==> config.mk <==
export PLATFORM = sky130hd
export DESIGN_NAME = escaner_teclado
export DESIGN_NICKNAME = d
export VERILOG_FILES = /design/src/rtl/teclado_pkg.sv /design/src/rtl/divisor_tick.sv /design/src/rtl/escaner_teclado.sv
export SDC_FILE = /design/constraint.sdc
export NUM_CORES = 1
export LEC_CHECK = 0
export CAP_MARGIN = 20
export CORE_MARGIN = 8
export CORE_UTILIZATION = 25
export DETAILED_ROUTE_END_ITERATION = 8
export PLACE_DENSITY = 0.38
export SYNTH_ARGS = -nofsm -noshare
export SYNTH_HDL_FRONTEND = slang
export SYNTH_SLANG_ARGS = --single-unit
==> constraint.sdc <==
create_clock -name clk -period 7.4 [get_ports clk]
set_input_delay 1.48 -clock clk [delete_from_list [all_inputs] [get_ports clk]]
set_output_delay 1.48 -clock clk [all_outputs]
set_load 0.1 [all_outputs]
==> src/rtl/teclado_pkg.sv <==
// Shared types and constants for the 4x4 keypad scanner: FSM states, key map
// and the idle row pattern.
package teclado_pkg;

   typedef enum logic [1:0] {SCAN, DEBOUNCE, ACCEPT, HELD} estado_t;

   typedef enum logic [1:0] {DIGITO, GUARDAR, NINGUNO} clase_t;

   typedef struct packed {
      logic [3:0] codigo;
      clase_t     clase;
   } tecla_t;

   localparam logic [3:0]  FILAS_REPOSO = 4'b1111;
   localparam int unsigned N_TECLAS     = 16;

   // Indexed by {row, col}; leftmost entry is index 15 (row 3, col 3).
   localparam tecla_t [N_TECLAS-1:0] MAPA_TECLAS = '{
      '{4'hD, NINGUNO}, '{4'hF, GUARDAR}, '{4'h0, DIGITO}, '{4'hE, NINGUNO},
      '{4'hC, NINGUNO}, '{4'h9, DIGITO},  '{4'h8, DIGITO}, '{4'h7, DIGITO},
      '{4'hB, NINGUNO}, '{4'h6, DIGITO},  '{4'h5, DIGITO}, '{4'h4, DIGITO},
      '{4'hA, NINGUNO}, '{4'h3, DIGITO},  '{4'h2, DIGITO}, '{4'h1, DIGITO}
   };

   // Lowest-index low row wins when several rows are pulled down.
   function automatic logic [1:0] fila_activa(input logic [3:0] filas_s);
      logic [1:0] fila;
      fila = 2'd3;
      for (int i = 3; i >= 0; i--) begin
         if (!filas_s[i]) fila = 2'(i);
      end
      return fila;
   endfunction

endpackage

==> src/rtl/divisor_tick.sv <==
// Free-running prescaler: counts 0..SCAN_DIV-1 and flags the wrap cycle.
module divisor_tick #(
   parameter int unsigned SCAN_DIV = 27000
) (
   input  logic clk,
   input  logic rst,
   output logic tick_c
);

   localparam int unsigned      CNT_W   = $clog2(SCAN_DIV);
   localparam logic [CNT_W-1:0] CNT_MAX = CNT_W'(SCAN_DIV - 1);

   logic [CNT_W-1:0] cnt_q;
   logic [CNT_W-1:0] cnt_d;

   assign tick_c = (cnt_q == CNT_MAX);

   always_comb begin
      cnt_d = cnt_q + CNT_W'(1);
      if (tick_c) cnt_d = '0;
   end

   always_ff @(posedge clk) begin
      if (rst) cnt_q <= '0;
      else     cnt_q <= cnt_d;
   end

endmodule

==> src/rtl/escaner_teclado.sv <==
// 4x4 keypad scanner: synchronizes the rows, rotates the column drive, debounces
// one key at a time and emits single-cycle push/guardar strobes.
module escaner_teclado
   import teclado_pkg::*;
#(
   parameter int unsigned SCAN_DIV       = 27000,
   parameter int unsigned DEBOUNCE_TICKS = 10
) (
   input  logic       clk,
   input  logic       rst,
   input  logic [3:0] filas,
   output logic [3:0] columnas,
   output logic [3:0] entrada,
   output logic       push,
   output logic       guardar
);

   localparam int unsigned      DEB_W   = $clog2(DEBOUNCE_TICKS + 1);
   localparam logic [DEB_W-1:0] DEB_MAX = DEB_W'(DEBOUNCE_TICKS);

   logic             tick_c;
   logic [3:0]       filas_m_q;
   logic [3:0]       filas_s_q;
   estado_t          estado_q, estado_d;
   logic [1:0]       col_q, col_d;
   logic [1:0]       fila_q, fila_d;
   logic [DEB_W-1:0] deb_q, deb_d;
   logic [3:0]       entrada_q, entrada_d;
   logic             push_q, push_d;
   logic             guardar_q, guardar_d;
   logic [3:0]       columnas_q;
   tecla_t           tecla;

   divisor_tick #(
      .SCAN_DIV(SCAN_DIV)
   ) u_divisor_tick (
      .clk    (clk),
      .rst    (rst),
      .tick_c (tick_c)
   );

   assign tecla = MAPA_TECLAS[{fila_q, col_q}];

   // Strobes are computed on the transition into ACCEPT so they are visible
   // during the ACCEPT cycle itself.
   always_comb begin
      estado_d  = estado_q;
      col_d     = col_q;
      fila_d    = fila_q;
      deb_d     = deb_q;
      entrada_d = entrada_q;
      push_d    = 1'b0;
      guardar_d = 1'b0;
      case (estado_q)
         SCAN: begin
            if (tick_c) begin
               if (filas_s_q != FILAS_REPOSO) begin
                  fila_d   = fila_activa(filas_s_q);
                  deb_d    = '0;
                  estado_d = DEBOUNCE;
               end else begin
                  col_d = col_q + 2'd1;
               end
            end
         end
         DEBOUNCE: begin
            if (tick_c) begin
               if (!filas_s_q[fila_q]) begin
                  if (deb_q != DEB_MAX) deb_d = deb_q + DEB_W'(1);
                  if (deb_d == DEB_MAX) begin
                     estado_d = ACCEPT;
                     if (tecla.clase == DIGITO) begin
                        entrada_d = tecla.codigo;
                        push_d    = 1'b1;
                     end
                     if (tecla.clase == GUARDAR) guardar_d = 1'b1;
                  end
               end else begin
                  col_d    = col_q + 2'd1;
                  estado_d = SCAN;
               end
            end
         end
         ACCEPT: begin
            deb_d    = '0;
            estado_d = HELD;
         end
         HELD: begin
            if (tick_c) begin
               if (filas_s_q[fila_q]) begin
                  if (deb_q != DEB_MAX) deb_d = deb_q + DEB_W'(1);
               end else begin
                  deb_d = '0;
               end
               if (deb_d == DEB_MAX) begin
                  col_d    = col_q + 2'd1;
                  estado_d = SCAN;
               end
            end
         end
         default: estado_d = SCAN;
      endcase
   end

   always_ff @(posedge clk) begin
      if (rst) begin
         filas_m_q  <= FILAS_REPOSO;
         filas_s_q  <= FILAS_REPOSO;
         estado_q   <= SCAN;
         col_q      <= 2'd0;
         fila_q     <= 2'd0;
         deb_q      <= '0;
         entrada_q  <= 4'h0;
         push_q     <= 1'b0;
         guardar_q  <= 1'b0;
         columnas_q <= 4'b1110;
      end else begin
         filas_m_q  <= filas;
         filas_s_q  <= filas_m_q;
         estado_q   <= estado_d;
         col_q      <= col_d;
         fila_q     <= fila_d;
         deb_q      <= deb_d;
         entrada_q  <= entrada_d;
         push_q     <= push_d;
         guardar_q  <= guardar_d;
         columnas_q <= ~(4'b0001 << col_d);
      end
   end

   assign columnas = columnas_q;
   assign entrada  = entrada_q;
   assign push     = push_q;
   assign guardar  = guardar_q;

endmodule

; Word-level counts from Yosys, hierarchy flattened
; Memories as Yosys holds them, arrays and structs flattened.
; Index checks and enable logic that the tools add are counted.
[classes]
addsub = 3
multipliers = 0
n_div = 0
magnitude_cmp = 2
n_eq_ne = 16
shift = 1
n_mux = 36
n_bitwise = 5
reduce_logical = 8
[ops]
columns = op, count
row1 = two-way mux 4 bit, 12
row2 = two-way mux 2 bit, 15
row3 = one-hot mux 4 bit (4 select lines), 1
row4 = adder 15 x 1 -> 15 bit (second input constant), 1
row5 = == test 15 bit (second input constant), 1
row6 = inequality test 2 bit (second input constant), 6
row7 = AND reduction 5 bit, 2
row8 = == test 4 bit (second input constant), 2
row9 = inequality test 4 bit (second input constant), 2
row10 = one-hot mux 2 bit (4 select lines), 1
row11 = two-way mux 6 bit, 1
row12 = one-hot mux 2 bit (3 select lines), 1
row13 = AND reduction 6 bit, 1
row14 = less-than comparator 4 x 5 -> 1 bit (second input constant), 1
row15 = OR reduction 5 bit, 1
row16 = adder 4 x 1 -> 4 bit (second input constant), 1
row17 = == test 2 x 1 -> 1 bit (second input constant), 2
row18 = == test 2 bit (second input constant), 2
row19 = zero test 2 bit, 2
row20 = two-way mux 1 bit, 4
row21 = inverter 1 bit, 4
row22 = inverter 4 bit, 1
row23 = left shift 1 x 2 -> 4 bit (first input constant), 1
row24 = less-than comparator 2 x 3 -> 1 bit (second input constant), 1
row25 = other kinds (5), 5
[totals]
ff_bits = 43
latchBits = 0
mem_bits_rw = 0
rom_bits = 96
input_bits = 6
out_inout_bits = 10
word_cells = 83
n_memories = 1
[mem_list]
columns = name, words, width, read_ports, rd_ports_with_merged_regs, write_ports, line
row1 = (no name shown), 16, 6, 1, 0, 0, escaner_teclado.sv:42  ; assign tecla = MAPA_TECLAS[{fila_q, col_q}];

; Logic depth before layout (Yosys ltp)
; Gate-level depths: netlist (run 1).
[depth]
word_depth = 11
ltp_mapped = 8
ltp_nobuf = 8

; Cells and area by module
; Synthesis (run 1) repeated with hierarchy kept, for this count alone.
[hier_totals]
hier_cells = 258
hier_area_um2 = 2245.9
[by_module_without_submodules]
columns = module, n_inst, cells_each, area_per_inst_um2, seq_area_each_um2
row1 = escaner_teclado, 1, 180, 1547.7, 560.5
row2 = divisor_tick, 1, 78, 698.2, 300.3

; Worst setup path after synthesis (run 1)
; OpenSTA, ideal clock, no wires.
[synth_timing]
path_kind = reg-to-reg
start = register u_divisor_tick.cnt_q[3]
end = register columnas_q[3], in the netlist columnas[3]
setup_ns = 0.120
arrival_time_ns = 2.406
required_ns = 7.280
setup_slack_ns = 4.874
stages_incl_launch_ff = 8
path_buffers = 1
period_less_slack_ns = 2.526
path_cell_list = dfxtp_1 > or4_4 > or4_4 > buf_6 > or4_4 > nand4_2 > o211ai_2 > or2_1
[synth_between]
elab_chain_cells = 5
elab_cells_between_ends = 7
classes_between = eq/ne: 1 / shift: 1 / mux: 4 / bitwise: 1
[synth_rtl]
columns = item, line
row1 = "start, declared", divisor_tick.sv:13  ; logic [CNT_W-1:0] cnt_q;
row2 = "start signal, assigned", divisor_tick.sv:25  ; else cnt_q <= cnt_d;
row3 = == test 15 bit (*), divisor_tick.sv:16  ; assign tick_c = (cnt_q == CNT_MAX);
row4 = "two-way mux 2 bit, on equally long branches", "escaner_teclado.sv:89, escaner_teclado.sv:56, escaner_teclado.sv:67"
row5 = one-hot mux 2 bit (3 select lines) (*), escaner_teclado.sv:54  ; case (estado_q)
row6 = left shift 1 x 2 -> 4 bit (*), escaner_teclado.sv:127  ; columnas_q <= ~(4'b0001 << col_d);
row7 = inverter 4 bit (*), escaner_teclado.sv:127
row8 = "end signal, assigned", escaner_teclado.sv:127
row9 = "end, declared", escaner_teclado.sv:31  ; logic [3:0] columnas_q;
; Mark *: on every way between the ends. The rest lies on a longest branch, timed or not.
; A chain may end at the register's enable or synchronous reset.

; Worst setup path in the final report (run 1)
[layout_timing]
start = register entrada_q[3], in the netlist entrada[3]
end = output port entrada[3]
[layout_rtl]
columns = item, line
row1 = "start, declared", escaner_teclado.sv:28  ; logic [3:0] entrada_q, entrada_d;
row2 = "start signal, assigned", escaner_teclado.sv:124  ; entrada_q <= entrada_d;
row3 = "end, declared", escaner_teclado.sv:13  ; output logic [3:0] entrada,
; No word-level cell between the ends.

==> results of run 1 <==
layer usage:
metal	routed length (µm)	vias up
li1	-	876
met1	2470	795
met2	1970	21
met3	177	7
met4	71	0
met5	0	-
worst max path at each step:
stage               cells past startpoint                  endpoint  slack (ns)                    start
floorplan                               7               columnas[3]        4.87  u_divisor_tick.cnt_q[3]
global placement                        4  u_divisor_tick.cnt_q[12]        3.83                      rst
detailed placement                      4  u_divisor_tick.cnt_q[14]        3.80                      rst
global route                            4  u_divisor_tick.cnt_q[13]        3.90                      rst
CTS                                     4   u_divisor_tick.cnt_q[6]        4.09                      rst
finish                                  1                entrada[3]        4.14               entrada[3]
cell families (layout without fill, tap and decap cells):
group	count (synthesis)	after routing	synth area share (%)
simple gates	103	103	25.5
xor+xnor	14	14	5.74
fa+ha+maj	9	9	5.16
buf+inv	21	35	4.10
compound gates	41	41	14.4
flops	43	43	40.3
mux	9	9	4.86
final cells by class:
class	count	area, µm²	area share, %
inverters	11	41.3	1.67
clock buffers	5	68.8	2.78
clock inverters	3	23.8	0.960
well taps	105	131	5.30
repair buffers	16	158	6.36
flip-flops and latches	43	861	34.7
multi-input cells	176	1190	48.2
cell usage after synthesis, drive strengths merged:
cell type,instances
or3,4
inv,11
mux4,1
and2,3
o21ai,9
o221ai,1
xnor2,6
and3,5
a211oi,4
a221o,1
and4b,1
a311o,1
mux2,1
nor2b,2
nand3b,1
o21a,2
nand4b,1
or3b,1
maj3,1
dfxtp,43
a31oi,1
a221oi,1
ha,8
o31ai,2
o211a,2
nor3,9
a21oi,9
o31a,2
nor4,2
mux2i,7
nand4,7
xor2,8
buf,3
or4,3
clkbuf,7
o211ai,2
nand3,12
or2,9
a2111oi,1
nor2,28
o2111ai,3
nand2,15
state kept, by name, summed over array words and instances, names as in the netlist, named ones only:
name                  cells
push                      1
guardar                   1
entrada                   4
estado_q                  1
columnas                  4
filas_m_q                 4
deb_q                     4
filas_s_q                 4
col_q                     2
u_divisor_tick.cnt_q     15
fila_q                    2
power by group:
group	internal [mW]	switching (mW)
clock	0.0676	0.0933
sequential	0.235	0.00214
combinational	0.00615	0.00844
total	0.308	0.104
per-stage QoR:
step                      total power [mW]  cell area [µm²]  util [%]  hold WS (ns)
final                                0.412             2480      30.0         0.416
after detailed placement             0.257             2380      28.9         0.396
after CTS                            0.422             2480      30.0         0.420
after global routing                 0.435             2480      30.0         0.434
after floorplan                      0.251             2140         -         0.389
after global placement               0.257             2380      28.9         0.393
==> metrics, run 1 <==
status=finished clean; hold-critical path depth=1; via count=1699; Core Box Area=0.00826 mm²; reg2reg setup slack=4.77 ns; top cell type's share of synthesized area=40.3%; Hold Crit Class=register to register; Layout area overhead=16.0%; CP max stage delay=1.13 ns; First DRT Iteration DRCs=129; Finish-stage setup viols=0; pre-CTS setup slack=3.80 ns; fin crit share=44.1%; Routed WL=4690 µm; commonest non-fill, non-tap cell in the layout=dfxtp_1; n_diodes=0; Fin. Hold Viols=0; critical path required time=5.92 ns; first-pass GRT wire length=8200 µm; sequential-to-total area share from yosys stat=40.3%; GR Overflow Total=0; DRC=0; slowest CP cell=clkdlybuf4s50_1; routability cong.=0.724; GRT Max-Usage Layer=met2; Syn Inst Count=240; DR WL/cell=13.1 µm; met3 GRT Util=2.56%; library cells used by synthesis=50; CP Cell Sequence=clkdlybuf4s50_1; final critical-path required period=3.26 ns; H-tree depth=2; Worst Path Buf+Inv=1; Die H=108 µm; #FFs+latches synth=43; Critical Path Start Type=register; commonest non-fill, non-tap cells in the layout=43 x dfxtp_1, 28 x nor2_1, 15 x nand2_1, 15 x clkdlybuf4s50_1, 12 x nand3_1; hold buffer count at CTS=0; Worst VDD drop=0.0000611 V; met2 Use GR=13.4%; worst r2r dst=columnas[3]; Reg clk slew, reported paths=0.09 ns; RSZ-0062 raised after global routing=false; Avg Cell Area, Syn=8.90 µm²; Min-Delay Endpoint=filas_s_q[2]; Leakage Power=0.887 nW; setup ws final=4.14 ns; Worst Clk Skew=0.00443 ns; Final HPWL DP=3280 µm; CTS buffer count=5; Non-Filler Instances=359; final net count=267; die area=0.0118 mm²; CTS root buf=clkbuf_8; Syn. warnings=0; hold path start=filas_m_q[2]; port bufs=15; crit path DAT=1.78 ns; IO Pins=16; Rows=33; post-synthesis cell area=0.00214 mm²; vias in the first global route=1661; Fmax=0.306 GHz; Final Max Tran Viols=0; # placed instances=351; Top Family by Delay on Critical Path=buffers and inverters; Setup CP Type=register to output port; total setup buffers inserted after CTS=0; Clock Latency Late Sink=0.31 ns; Slew HR=34.9%; largest net degree at the start of global routing=28; initial antenna violation count=0; top post-synthesis cells by area=dfxtp_1 40%, nor2_1 4.9%, ha_1 4.7%, mux2i_1 3.3%, xor2_1 3.3%; pin slew with the least headroom to its limit=0.974 ns; vias per inst=4.73; area leader, netlist=dfxtp_1; starting density of the core=25.9%; maxcap violations=0; critical path fanouts, max=2; fillers=899; TritonCTS clock tree=done; clock sinks=43; pwr dens=166 mW/mm²; Final ANT Viol Nets=0; setup_tns=0 ns; Crit. End Element=output port; share of cells above drive strength 1=11.4%; path depth of the worst reg2reg path=6; gr usage total=8.76%; met1 usage=11.3%; Net Count, Synth=254; clock buffer depth=2; die width=108 µm; Gates resized, CTS repair=0; Worst R2R Start=u_divisor_tick.cnt_q[3]; drt pass-1 iters=4
Power figures use the tool's default switching activity.
==> run 2, diff against run 1 <==
PLACE_DENSITY = 0.39   (was 0.38)
clock period = 2.9 ns   (was 7.4 ns; I/O delays follow)
==> run 2 against run 1 <==
  * Setup slack worse by 3.8 ns
  * Die area stayed put
  * Critical path depth is 5 higher
  * Hold slack worse by 0.0027 ns
  * Clock power grew to 2.6 times the previous value
  * Global-route usage is 0.26 points lower
  * Design area is 0.45% higher
  * Sequential cell count stayed put
  * Count of clock-buffer cells in the layout is 1 higher
  * Sequential power grew to 2.5 times the previous value
  * Critical endpoint is now columnas[3]
  * Highest routed layer unchanged
==> metrics, run 2 (same netlist as run 1, synthesis figures left out) <==
CP max stage delay=0.60 ns (-0.53 ns); Finish-stage setup viols=0 (unchanged); port bufs=15 (unchanged); critical path required time=3.09 ns (-2.83 ns); Slew HR=53.3% (+18 points); area of the multi-input gates=0.00119 mm² (unchanged); CP Cell Sequence=or4_4 -> or4_4 -> or4_4 -> nand4_2 -> o211ai_2 -> or2_1; crit path DAT=2.77 ns (+0.99 ns); Reg clk slew, reported paths=0.09 ns (about the same); Worst Clk Skew=0.00376 ns (-0.000668 ns); commonest non-fill, non-tap cell in the layout=dfxtp_1; pin slew with the least headroom to its limit=0.699 ns (-0.274 ns); drt pass-1 iters=4 (unchanged); RSZ-0062 raised after global routing=false; metal1 wirelength=2470 µm (-0.16%); status=finished clean; DRC=0 (unchanged); starting density of the core=25.9% (unchanged); slowest CP cell=or4_4; First DRT Iteration DRCs=73 (-43%); Final ANT Viol Nets=0 (unchanged); largest net degree at the start of global routing=27 (-3.6%); Rows=33 (unchanged); die width=108 µm (unchanged); maxcap violations=0 (unchanged); fin crit share=89.1%; total setup buffers inserted after CTS=0 (unchanged); Gates resized, CTS repair=0 (unchanged); share of cells above drive strength 1=16.7% (+5.2 points); vias in the first global route=1608 (-3.2%); final critical-path required period=2.58 ns; via count=1685 (-0.82%); DR top layer=met4; Worst VDD drop=0.000136 V (+120%); Leakage Power=0.928 nW (+4.7%); max reg flops=15 (unchanged); Routed WL=4650 µm (-0.94%); IO Pins=16 (unchanged); path depth of the worst reg2reg path=6 (unchanged); Final Max Tran Viols=0 (unchanged); Hold Crit Class=register to register; critical path fanouts, max=8 (+6); clock sinks=43 (unchanged); CTS buffer count=5 (unchanged); setup_tns=0 ns (unchanged); routability cong.=0.746 (+3.0%); GR Overflow Total=0 (unchanged); H-tree depth=2 (unchanged); vias per inst=4.64 (-1.9%); pwr dens=427 mW/mm² (+160%); critical path endpoint=columnas[3]; TritonCTS clock tree=done; CTS root buf=clkbuf_8; CP dominant cell by count=or4_4; Final HPWL DP=3330 µm (+1.8%); clock buffer depth=2 (unchanged); Top Family by Delay on Critical Path=simple AND/OR/NAND/NOR gates; hold buffer count at CTS=0 (unchanged); Fmax=0.387 GHz; Worst Path Buf+Inv=0 (-1); Die H=108 µm (unchanged); Crit. End Element=register; Core Box Area=0.00826 mm² (unchanged); n_diodes=0 (unchanged); Critical Path Start Type=register; Largest Register=u_divisor_tick.cnt_q; worst r2r dst=columnas[3]; FF+latch area=861 µm² (unchanged); first-pass GRT wire length=8090 µm (-1.3%); fillers=903 (+0.44%); Crit. path cell count=6 (+5); wire length on met2=2000 µm (+1.6%); final net count=271 (+1.5%); Layout area overhead=16.5%; initial antenna violation count=0 (unchanged); total power=1.06 mW (+160%); die area=0.0118 mm² (unchanged); Setup CP Type=register to register; Clock Latency Late Sink=0.29 ns (-0.02 ns); WL met3=157 µm (-11%); Worst Setup SP=u_divisor_tick.cnt_q[3]; Worst R2R Start=u_divisor_tick.cnt_q[3]; commonest non-fill, non-tap cells in the layout=43 x dfxtp_1, 28 x nor2_1, 15 x nand2_1, 15 x buf_4, 12 x nand3_1; gr usage total=8.50% (-0.26 points); Fin. Hold Viols=0 (unchanged); reg2reg setup slack=0.32 ns (-4.45 ns); DR WL/cell=12.8 µm (-2.0%)
-- run 2: metal layers --
layer,GRT usage (%),vias up
li1,-,886
met1,11.2,776
met2,13.1,21
met3,2.50,2
met4,2.35,0
met5,0,-
-- run 2: metrics by stage --
stage	std cells	util, %	hold slack [ns]	setup slack, ns	instance area [µm²]
final	363	30.1	0.413	0.315	2490
after CTS	363	30.1	0.415	0.296	2490
after floorplan	240	-	0.389	0.374	2140
after global placement	355	28.9	0.395	0.359	2390
after global routing	363	30.1	0.428	0.0997	2490
after detailed placement	355	28.9	0.393	0.320	2390
-- run 2: worst min path at each step --
stage,start,end,cells after the start
after floorplan,filas_m_q[0],filas_s_q[0],1
after global placement,filas_m_q[2],filas_s_q[2],1
after detailed placement,filas_m_q[2],filas_s_q[2],1
after CTS,filas_m_q[2],filas_s_q[2],1
after global routing,filas_m_q[0],filas_s_q[0],1
final,filas_m_q[1],filas_s_q[1],1
-- run 2: layout make-up --
type                       count  area share (%)
clock inverter                 2           0.654
tap                          105            5.28
multi-input combinational    176            48.0
inverter                      11            1.66
sequential                    43            34.6
clock buffer                   6            3.32
timing repair buffer          20            6.54
-- run 2: where the power goes --
part           internal [mW]  switching [mW]
clock network          0.195           0.224
registers              0.599         0.00556
logic                 0.0166          0.0220
total                  0.810           0.251
